### src/rtl/gerenciador_ataque_sync_pkg.sv
// Shared geometry and column-word type for the attack manager.
package gerenciador_ataque_sync_pkg;

  localparam int unsigned NUM_COLS = 5;
  localparam int unsigned NUM_ROWS = 7;
  localparam int unsigned COORD_W  = 3;

  // One column of the LED matrix; bit r = row r.
  typedef logic [NUM_ROWS-1:0] coluna_t;

endpackage

### src/rtl/FF_d.sv
// Rising-edge D flip-flop with synchronous active-high clear.
module FF_d (
  input  logic d,
  input  logic clk,
  input  logic reset,
  output logic q
);

  // Capture d every clock; reset forces zero.
  always_ff @(posedge clk) begin
    if (reset) q <= 1'b0;
    else       q <= d;
  end

endmodule

### src/rtl/comparador_de_igualdade.sv
// Equality comparator for two column words.
module comparador_de_igualdade
  import gerenciador_ataque_sync_pkg::*;
(
  input  coluna_t a,
  input  coluna_t b,
  output logic    eq
);

  // High when both words match bit for bit.
  always_comb begin
    eq = (a == b);
  end

endmodule

### src/rtl/decodificador_3bits.sv
// 3-bit selector to one-hot decoder, purely combinational.
module decodificador_3bits
  import gerenciador_ataque_sync_pkg::*;
(
  input  logic [COORD_W-1:0]      sel,
  output logic [(1<<COORD_W)-1:0] s
);

  // Raise exactly the output addressed by sel.
  always_comb begin
    s      = '0;
    s[sel] = 1'b1;
  end

endmodule

### src/rtl/gerenciador_ataque_sync.sv
// Battleship attack manager: reveals hidden-map cells on each fire edge and
// reports new hit (green) versus miss/repeat/out-of-range (red).
module gerenciador_ataque_sync
  import gerenciador_ataque_sync_pkg::*;
(
  input  logic               clk,
  input  logic               reset,
  input  logic [COORD_W-1:0] coordColuna,
  input  logic [COORD_W-1:0] coordLinha,
  input  logic               enable,
  input  logic               confirmar,
  input  coluna_t            mapa0,
  input  coluna_t            mapa1,
  input  coluna_t            mapa2,
  input  coluna_t            mapa3,
  input  coluna_t            mapa4,
  output coluna_t            matriz0,
  output coluna_t            matriz1,
  output coluna_t            matriz2,
  output coluna_t            matriz3,
  output coluna_t            matriz4,
  output logic               LED_R,
  output logic               LED_G,
  output logic               LED_B
);

  logic [(1<<COORD_W)-1:0] col_sel;
  logic [(1<<COORD_W)-1:0] lin_sel;
  coluna_t                 mapa     [NUM_COLS];
  coluna_t                 matriz_q [NUM_COLS];
  coluna_t                 matriz_d [NUM_COLS];
  coluna_t                 nxt      [NUM_COLS];
  logic [NUM_COLS-1:0]     eq;
  logic                    igual;
  logic                    conf_q;
  logic                    shot;
  logic                    led_r_d;
  logic                    led_g_d;
  logic                    led_r_q;
  logic                    led_g_q;
  logic                    unused_sel;

  assign mapa[0] = mapa0;
  assign mapa[1] = mapa1;
  assign mapa[2] = mapa2;
  assign mapa[3] = mapa3;
  assign mapa[4] = mapa4;

  decodificador_3bits u_dec_col (
    .sel (coordColuna),
    .s   (col_sel)
  );

  decodificador_3bits u_dec_lin (
    .sel (coordLinha),
    .s   (lin_sel)
  );

  // Columns 5..7 and row 7 select no cell, so those decode lines are unused.
  assign unused_sel = ^{col_sel[7:5], lin_sel[7]};

  // Candidate matrix: the addressed cell takes the map bit, all others hold.
  always_comb begin
    for (int unsigned k = 0; k < NUM_COLS; k++) begin
      for (int unsigned r = 0; r < NUM_ROWS; r++) begin
        nxt[k][r] = (col_sel[k] & lin_sel[r]) ? mapa[k][r] : matriz_q[k][r];
      end
    end
  end

  for (genvar k = 0; k < NUM_COLS; k++) begin : g_cmp
    comparador_de_igualdade u_cmp (
      .a  (nxt[k]),
      .b  (matriz_q[k]),
      .eq (eq[k])
    );
  end

  assign igual = &eq;
  assign shot  = confirmar & ~conf_q;

  // Fire-button history; tracks the button even while the game is disabled.
  always_ff @(posedge clk) begin
    if (reset) conf_q <= 1'b0;
    else       conf_q <= confirmar;
  end

  // Next matrix and LED values: clear when disabled, update on a shot, else hold.
  always_comb begin
    matriz_d = matriz_q;
    led_r_d  = led_r_q;
    led_g_d  = led_g_q;
    if (!enable) begin
      for (int unsigned k = 0; k < NUM_COLS; k++) matriz_d[k] = '0;
      led_r_d = 1'b0;
      led_g_d = 1'b0;
    end else if (shot) begin
      matriz_d = nxt;
      led_r_d  = igual;
      led_g_d  = ~igual;
    end
  end

  // Revealed-matrix registers.
  always_ff @(posedge clk) begin
    if (reset) begin
      for (int unsigned k = 0; k < NUM_COLS; k++) matriz_q[k] <= '0;
    end else begin
      matriz_q <= matriz_d;
    end
  end

  FF_d u_ff_r (
    .d     (led_r_d),
    .clk   (clk),
    .reset (reset),
    .q     (led_r_q)
  );

  FF_d u_ff_g (
    .d     (led_g_d),
    .clk   (clk),
    .reset (reset),
    .q     (led_g_q)
  );

  assign matriz0 = matriz_q[0];
  assign matriz1 = matriz_q[1];
  assign matriz2 = matriz_q[2];
  assign matriz3 = matriz_q[3];
  assign matriz4 = matriz_q[4];
  assign LED_R   = led_r_q;
  assign LED_G   = led_g_q;
  assign LED_B   = 1'b0;

endmodule

### config.mk
export PLATFORM = sky130hd
export DESIGN_NAME = gerenciador_ataque_sync
export DESIGN_NICKNAME = d
export VERILOG_FILES = /design/src/rtl/gerenciador_ataque_sync_pkg.sv /design/src/rtl/FF_d.sv /design/src/rtl/comparador_de_igualdade.sv /design/src/rtl/decodificador_3bits.sv /design/src/rtl/gerenciador_ataque_sync.sv
export SDC_FILE = /design/constraint.sdc
export NUM_CORES = 1
export LEC_CHECK = 0
export ABC_CLOCK_PERIOD_IN_PS = 2180
export CORE_ASPECT_RATIO = 1.5
export CORE_MARGIN = 4
export CORE_UTILIZATION = 36
export DETAILED_ROUTE_END_ITERATION = 10
export PLACE_DENSITY = 0.75
export SKIP_CTS_REPAIR_TIMING = 1
export SYNTH_ARGS = -nofsm -noshare
export SYNTH_HDL_FRONTEND = slang
export SYNTH_SLANG_ARGS = --single-unit
### constraint.sdc
create_clock -name clk -period 2.18 [get_ports clk]
set_input_delay 0.436 -clock clk [delete_from_list [all_inputs] [get_ports clk]]
set_output_delay 0.436 -clock clk [all_outputs]
set_load 0.005 [all_outputs]
Word level (Yosys, flattened, before mapping):

Cells that the tools add are included.

* input port bits: 45
* flip-flop bits (word level): 38
* word-level logic and storage cells: 99
* output and inout port bits: 38

* eq/ne operators: 5
* order comparisons: 4
* bitwise logic cells: 39
* reduce and logical (&&, ||, !) cells: 4
* multiplexer cells: 39

Operators by type and width (number)
* $mux W1: 37
* $and A1 B1 Y1: 36
* $eq A7 B7 Y1: 5
* $lt A3 B4 Y1 const B: 2
* $demux W1 S3: 2
* $ge A3 B1 Y1 const B: 2
* $reduce_and A5 Y1: 1
* $not A1 Y1: 3
* $logic_and A1 B1 Y1: 2
* $reduce_or A2 Y1: 1

Depth between registers and ports, before layout:

Gate-level depths: netlist (run 1).

* depth after elaboration: 9
* gate-level depth with buffers: 9
* depth with buffers taken out: 7

Cells and area by module:

A second synthesis (run 1) with hierarchy kept.

* cell total of the unflattened synthesis: 263
* area, all modules: 2661.3 um^2

By module, submodules not included
* gerenciador_ataque_sync: area each 2063.2 um^2, sequential area each 720.7 um^2, cells each 198, times used 1
* comparador_de_igualdade: area each 80.1 um^2, sequential area each 0.0 um^2, cells each 9, times used 5
* decodificador_3bits: area each 65.1 um^2, sequential area each 0.0 um^2, cells each 8, times used 2
* FF_d: area each 33.8 um^2, sequential area each 20.0 um^2, cells each 2, times used 2

Worst setup path before layout (run 1):

No wires, ideal clock.

* path kind: in2reg
* start: input coordColuna[0]
* end: register u_ff_g.q
* stages on the path: 8
* required time: 2050 ps
* arrival time: 1936 ps
* path slack: 115 ps
* buffers on the path: 1
* setup time: 130 ps
* path through: buf_4 > nor2b_1 > and2_4 > a22oi_1 > o32ai_1 > nor4_1 > or4b_1 > nor3b_1

* word-level cells in the longest chain between the ends: 9
* elaborated cells on any way between the ends: 82
* classes of those cells: order compare: 2; eq/ne: 5; mux: 37; bitwise: 36; reduce/logical: 2

Ends and longest elaborated chain
* start: declaration: RTL line gerenciador_ataque_sync.sv:8 `input logic [COORD_W-1:0] coordColuna,`
* $lt A3 B4 Y1 (not written as such) or $ge A3 B1 Y1 (tied branches): RTL line decodificador_3bits.sv:12 `s[sel] = 1'b1;`
* $logic_and A1 B1 Y1 (not written as such): RTL line decodificador_3bits.sv:12
* $mux W1 (not written as such): RTL line decodificador_3bits.sv:12
* $demux W1 S3 *
* $and A1 B1 Y1: RTL line gerenciador_ataque_sync.sv:66 `nxt[k][r] = (col_sel[k] & lin_sel[r]) ? mapa[k][r] : matriz_q[k][r];`
* $mux W1: RTL line gerenciador_ataque_sync.sv:66
* $eq A7 B7 Y1: RTL line comparador_de_igualdade.sv:12 `eq = (a == b);`
* $reduce_and A5 Y1 *: RTL line gerenciador_ataque_sync.sv:79 `assign igual = &eq;`
* $not A1 Y1 *: RTL line gerenciador_ataque_sync.sv:100 `led_g_d = ~igual;`
* end signal: assignment: RTL line FF_d.sv:11 `if (reset) q <= 1'b0;`
* end signal: assignment: RTL line FF_d.sv:12 `else q <= d;`
* end: declaration: RTL line FF_d.sv:6 `output logic q`

Mark *: on every way between the ends. The rest lies on a longest branch, timed or not.
A chain may end at the register's enable or synchronous reset.

Worst setup path after layout (run 1):

* start: input mapa1[3]
* end: register u_ff_g.q

* word-level cells in the longest chain between the ends: 4

Ends and longest elaborated chain
* start: declaration: RTL line gerenciador_ataque_sync.sv:13 `input coluna_t mapa1,`
* $mux W1: RTL line gerenciador_ataque_sync.sv:66
* $eq A7 B7 Y1: RTL line comparador_de_igualdade.sv:12
* $reduce_and A5 Y1: RTL line gerenciador_ataque_sync.sv:79
* $not A1 Y1: RTL line gerenciador_ataque_sync.sv:100

Every way passes these cells.

==> impl_metrics.env, run 1 <==
export IMPL_status="completed"
export IMPL_pin_count=83
export IMPL_fin_nets=510
export IMPL_synth_area_per_cell_um2=7.56
export IMPL_antennaDiodeCount=0
export IMPL_reg2reg_depth=7
export IMPL_ys_flop_type="dfxtp_1"
export IMPL_ys_types=50
export IMPL_final_cells=541
export IMPL_netlist_instances=314
export IMPL_cts_buffers=5
export IMPL_slew_headroom_pct=59.8
export IMPL_min_period_ps=2090
export IMPL_grt_pass1_vias=3000
export IMPL_pre_cts_ws_ps=-667
export IMPL_p_switching_uw=427
export IMPL_gp_congestion=0.995
export IMPL_placedCellCount=530
export IMPL_power_internal_mw=1.12
export IMPL_finalMaxSlewViolations=0
export IMPL_cp_slowest_stage_delay_ps=520
export IMPL_fmax_ghz=0.478
export IMPL_clock_sinks=38
export IMPL_timing_rr_start="matriz4[2]"
export IMPL_avgRoutedWirePerCell_um=17.5
export IMPL_die_x_um=74.3
export IMPL_seq_power_share_pct=45.3
export IMPL_layout_common_cells="buf_4 (74), clkdlybuf4s50_1 (69), a21oi_1 (40), dfxtp_1 (38), o21ai_0 (35)"
export IMPL_vdd_drop_max_mv=0.309
export IMPL_crit_fanout=2
export IMPL_critPathKind="in2reg"
export IMPL_maxCapViolCount=0
export IMPL_drc_errors=0
export IMPL_antenna_left=0
export IMPL_syn_area_um2=2370
export IMPL_overflow=0
export IMPL_combPwrFrac_pct=23.8
export IMPL_setup_slack_ps=87.0
export IMPL_root_buffer="clkbuf_8"
export IMPL_fin_worst_skew_ps=3.72
export IMPL_layout_commonest_cell="buf_4"
export IMPL_clock_latency_ps=290
export IMPL_p_per_area_nw_per_um2=385
export IMPL_via_per_inst=5.64
export IMPL_fp_coreArea_um2=6440
export IMPL_post_route_period_util_pct=96.0
export IMPL_ys_seq_area_share_pct=32.0
export IMPL_arrival_ps=2260
export IMPL_die_height_um=107
export IMPL_place_area_um2=3770
export IMPL_grt_max_degree=38
export IMPL_dpl_hpwl_um=7340
export IMPL_synth_seq_cells=38
export IMPL_stdcell_area_um2=4000
export IMPL_r2r_end="u_ff_g.q"
export IMPL_tightest_slew_ps=602
export IMPL_fin_tns_setup_ps=0
export IMPL_critPathLaunchType="primary input"
export IMPL_reg2reg_slack_ps=230
export IMPL_cp_slowest_cell="clkdlybuf4s50_1"
export IMPL_drt_iter0_markers=167
export IMPL_die_area_um2=7990
export IMPL_min_to="matriz0[1]"
export IMPL_io_buffers=81
export IMPL_required_ps=2350
export IMPL_syn_nets=359
export IMPL_grt_pass1_wl_um=14700
export IMPL_worstHoldPathCells=3
export IMPL_yosys_warnings=0
export IMPL_tritoncts="done"
export IMPL_power_frac_clock_pct=30.8
export IMPL_synth_edff_count=0
export IMPL_vias=3052
export IMPL_async_flop_share_pct=0
export IMPL_cts_clk_slew_worst_paths_ps=80
export IMPL_antenna_found_initial=0
export IMPL_num_rows=36
export IMPL_cp_cell_sequence="clkdlybuf4s50_1 -> xnor2_2 -> o32ai_2 -> o311ai_1 -> nand2_1 -> or4b_4 -> nor3b_1"
export IMPL_area_delta_synth_final_pct=68.5
export IMPL_endpoint_kind="flop"
export IMPL_ctsHtreeMaxLevel=2
export IMPL_drive_gt1_share_pct=23.7
export IMPL_sw_frac_of_total_pct=27.7
export IMPL_initial_core_util_pct=36.9
export IMPL_drt_wl_total_um=9490
export IMPL_setup_violations=0
export IMPL_hp_class="in2reg"
export IMPL_cellLeakagePower_nw=1.48
export IMPL_hold_viol=0
export IMPL_min_from="mapa0[1]"
export IMPL_grt_usage_pct=23.7
export IMPL_clockBufferDepth=2
export IMPL_firstDrtPassIters=5
-- layout make-up --
cell class | instances | area, um2
sequential | 38 | 761
inverter | 8 | 30.0
multi-input combinational | 250 | 1580
timing repair buffer | 162 | 1460
tap | 76 | 95.1
fill | 580 | 2440
clock buffer | 7 | 76.3
-- cells in the mapped netlist (2+ instances only) --
library cell,n,area (um2)
a22oi_1,2,15.0
buf_2,3,15.0
a21oi_1,40,200
mux2i_1,3,30.0
a31oi_1,4,25.0
nand4_1,5,31.3
nand3b_1,7,52.6
nor3b_1,11,82.6
or3_1,2,12.5
xor2_1,7,61.3
nand3_1,21,105
nor4_1,3,18.8
xnor2_1,7,61.3
and2_1,2,12.5
clkbuf_1,6,22.5
nand4b_1,2,17.5
nor3_1,3,15.0
inv_1,8,30.0
nor4b_2,2,30.0
dfxtp_1,38,761
buf_1,2,7.51
o32ai_1,6,52.6
nor2b_1,6,37.5
nand2_1,26,97.6
nand2b_1,5,31.3
nor2_1,24,90.1
buf_4,6,45.0
a32oi_1,3,26.3
and2_4,2,17.5
a211oi_1,2,15.0
o21ai_0,37,185
-- how the worst max path moves through the flow --
| stage | slack [ps] | from | endpoint |
|---|---|---|---|
| floorplan | 110 | coordColuna[0] | u_ff_g.q |
| global route | -9 | mapa0[0] | u_ff_g.q |
| detailed placement | -670 | coordColuna[0] | u_ff_g.q |
| CTS | -380 | coordColuna[0] | u_ff_g.q |
| global placement | -640 | coordColuna[0] | u_ff_g.q |
| finish | 90 | mapa1[3] | u_ff_g.q |
-- power groups by stage --
| stage | combinational [mW] | clock [mW] | sequential, mW |
|---|---|---|---|
| after global routing | 0.391 | 0.504 | 0.699 |
| after global placement | 0.338 | 0 | 0.715 |
| after CTS | 0.342 | 0.484 | 0.699 |
| after floorplan | 0.122 | 0 | 0.715 |
| final | 0.368 | 0.475 | 0.699 |
| after detailed placement | 0.340 | 0 | 0.716 |
-- kinds of logic after synthesis --
| logic type | share of synthesized area (%) |
|---|---|
| xor+xnor | 5.16 |
| mux | 1.26 |
| simple gates | 30.3 |
| buf+inv | 5.53 |
| compound gates | 25.5 |
| flops | 32.0 |
| other cells | 0.158 |
-- critical path, delay by kind of cell --
family          cells  cell delay [ps]
buf+inv             1              520
simple gates        3              760
compound gates      2              410
xor+xnor            1              130
-- registers in the layout, indices dropped and copies added (netlist names) --
register and cells:
matriz0 7, matriz1 7, matriz2 7, matriz3 7, matriz4 7, conf_q 1
u_ff_g.q 1, u_ff_r.q 1
-- metal layers --
layer | share of wire, % | global-route usage [%] | vias up
met1 | 39 | 27.9 | 1439
li1 | - | - | 1457
met5 | 0 | 0 | -
met3 | 4.6 | 3.74 | 33
met4 | 4.3 | 12.0 | 0
met2 | 52 | 40.6 | 123
-- stage by stage --
step / power (mW) / hold slack, ps / util (%)
CTS: 1.52 / 496 / 59.7
finish: 1.54 / 457 / 62.1
global route: 1.59 / 476 / 62.1
detailed placement: 1.06 / 484 / 58.5
floorplan: 0.837 / 453 / -
global placement: 1.05 / 474 / 58.5
Note: power is estimated with default switching activity, not from simulation.
==> inputs of run 2 (changes only) <==
- CAP_MARGIN: unset -> 10
- CORE_MARGIN: 4 -> 3
- TNS_END_PERCENT: unset -> 10
==> impl_metrics.env, run 2 (synthesis results as in run 1) <==
export IMPL_antennaDiodeCount=0
export IMPL_fmax_ghz=0.473
export IMPL_pin_count=83
export IMPL_grt_max_degree=38
export IMPL_min_period_ps=2110
export IMPL_cp_cell_sequence="clkdlybuf4s50_1 -> or3b_2 -> a21oi_1 -> a21oi_1 -> o2111ai_1 -> nor4_2 -> or4b_4 -> nor3b_1"
export IMPL_drt_iter0_markers=241
export IMPL_gp_congestion=1.03
export IMPL_grt_pass1_wl_um=15100
export IMPL_tightest_slew_ps=667
export IMPL_multiInputGateArea_um2=1550
export IMPL_crit_start="mapa4[2]"
export IMPL_die_x_um=72.3
export IMPL_whs_ps=452
export IMPL_layout_common_cells="clkdlybuf4s50_1 (72), buf_4 (69), a21oi_1 (39), dfxtp_1 (38), o21ai_0 (35)"
export IMPL_timing_rr_start="matriz0[3]"
export IMPL_stdcell_area_um2=3970
export IMPL_antenna_left=0
export IMPL_top_usage_layer="met2"
export IMPL_drive_gt1_share_pct=23.0
export IMPL_critPathCapture="u_ff_g.q"
export IMPL_regArea_um2=761
export IMPL_setup_violations=0
export IMPL_tritoncts="done"
export IMPL_root_buffer="clkbuf_8"
export IMPL_die_area_um2=7630
export IMPL_status="completed"
export IMPL_clock_sinks=38
export IMPL_finalMaxSlewViolations=0
export IMPL_arrival_ps=2330
export IMPL_cts_clk_slew_worst_paths_ps=80
export IMPL_clockBufferDepth=2
export IMPL_critPathTopFamily="simple AND/OR/NAND/NOR gates"
export IMPL_fin_worst_skew_ps=6.33
export IMPL_endpoint_kind="flop"
export IMPL_grtUsageMet1_pct=28.6
export IMPL_cellLeakagePower_nw=1.43
export IMPL_hp_class="in2reg"
export IMPL_reg2reg_slack_ps=250
export IMPL_drt_wl_total_um=9590
export IMPL_vias=2967
export IMPL_initial_core_util_pct=37.9
export IMPL_cp_num_cells=8
export IMPL_required_ps=2390
export IMPL_critPathKind="in2reg"
export IMPL_critPathMostFrequentCell="a21oi_1"
export IMPL_fin_nets=505
export IMPL_p_per_area_nw_per_um2=426
export IMPL_avgRoutedWirePerCell_um=17.9
export IMPL_post_route_period_util_pct=97.0
export IMPL_drc_errors=0
export IMPL_power_mw=1.69
export IMPL_ctsHtreeMaxLevel=2
export IMPL_layout_commonest_cell="clkdlybuf4s50_1"
export IMPL_grt_usage_pct=25.4
export IMPL_io_buffers=81
export IMPL_crit_fanout=3
export IMPL_met2_usage_pct=43.4
export IMPL_maxCapViolCount=0
export IMPL_dpl_hpwl_um=7340
export IMPL_crit_buf_inv=1
export IMPL_place_area_um2=3720
export IMPL_nFillCells=546
export IMPL_overflow=0
export IMPL_grt_pass1_vias=3048
export IMPL_num_rows=35
export IMPL_r2r_end="u_ff_g.q"
export IMPL_antenna_found_initial=0
export IMPL_firstDrtPassIters=5
export IMPL_cts_buffers=5
export IMPL_utilization_pct=63.3
export IMPL_vdd_drop_max_mv=0.406
export IMPL_cp_slowest_stage_delay_ps=460
export IMPL_fp_coreArea_um2=6260
export IMPL_cp_slowest_cell="clkdlybuf4s50_1"
export IMPL_reg2reg_depth=7
export IMPL_die_height_um=105
export IMPL_via_per_inst=5.55
export IMPL_hold_viol=0
export IMPL_critPathLaunchType="primary input"
export IMPL_area_delta_synth_final_pct=67.0
export IMPL_clock_latency_ps=300
export IMPL_use_met3_pct=5.63
export IMPL_slew_headroom_pct=55.4
[run 2: cell count changes in the layout (fill, tap and decap cells not counted), sizes merged]
| cell | previous run | this run |
|---|---|---|
| dlymetal6s2s | 10 | 8 |
| buf | 81 | 76 |
| clkdlybuf4s50 | 69 | 72 |
| bufinv | 0 | 1 |
| clkbuf | 9 | 6 |
| clkinvlp | 0 | 2 |
[run 2: worst register-to-register path, stage by stage (launching register included)]
cell	delay, ps
dfxtp_1	380
nand3b_1	140
o21ai_2	80
a22oi_2	200
o32ai_2	110
nor4_2	260
or4b_4	500
nor3b_1	160
[run 2: layout make-up]
type	instances	share of cell area, %
clock inverter	3	1.14
clock buffer	5	1.74
tap	74	2.33
multi-input combinational	250	39.1
inverter	8	0.757
timing repair buffer	157	35.8
sequential	38	19.2
[run 2: metrics by stage]
| step | cells | setup slack [ps] | setup TNS (ps) |
|---|---|---|---|
| 2_1_floorplan | 314 | 115 | 0 |
| 3_3_place_gp | 524 | -606 | -2210 |
| 3_5_place_dp | 524 | -580 | -2630 |
| 4_1_cts | 532 | -314 | -599 |
| 5_1_grt | 535 | -1.35 | -1.35 |
| 6_report | 535 | 66.0 | 0 |
[run 2: how the worst min path moves through the flow]
stage                     from         end  slack, ps  depth (start not counted)
floorplan             u_ff_r.q    u_ff_r.q        450                          2
global placement    matriz2[3]  matriz2[3]        480                          2
detailed placement    u_ff_r.q    u_ff_r.q        480                          2
CTS                 matriz2[3]  matriz2[3]        500                          2
global route          mapa1[5]  matriz1[5]        450                          3
finish                mapa1[5]  matriz1[5]        450                          3
[run 2: per-layer routing]
layer	share of wire, %	routed length (um)
met1	38	3690
met2	52	4940
met3	5.9	561
met4	4.1	395
met5	0	0
[run 2: report_power, final]
group          internal, mW  switching (mW)
registers             0.697         0.00224
logic                 0.193           0.170
clock network         0.341           0.286
total                  1.23           0.459
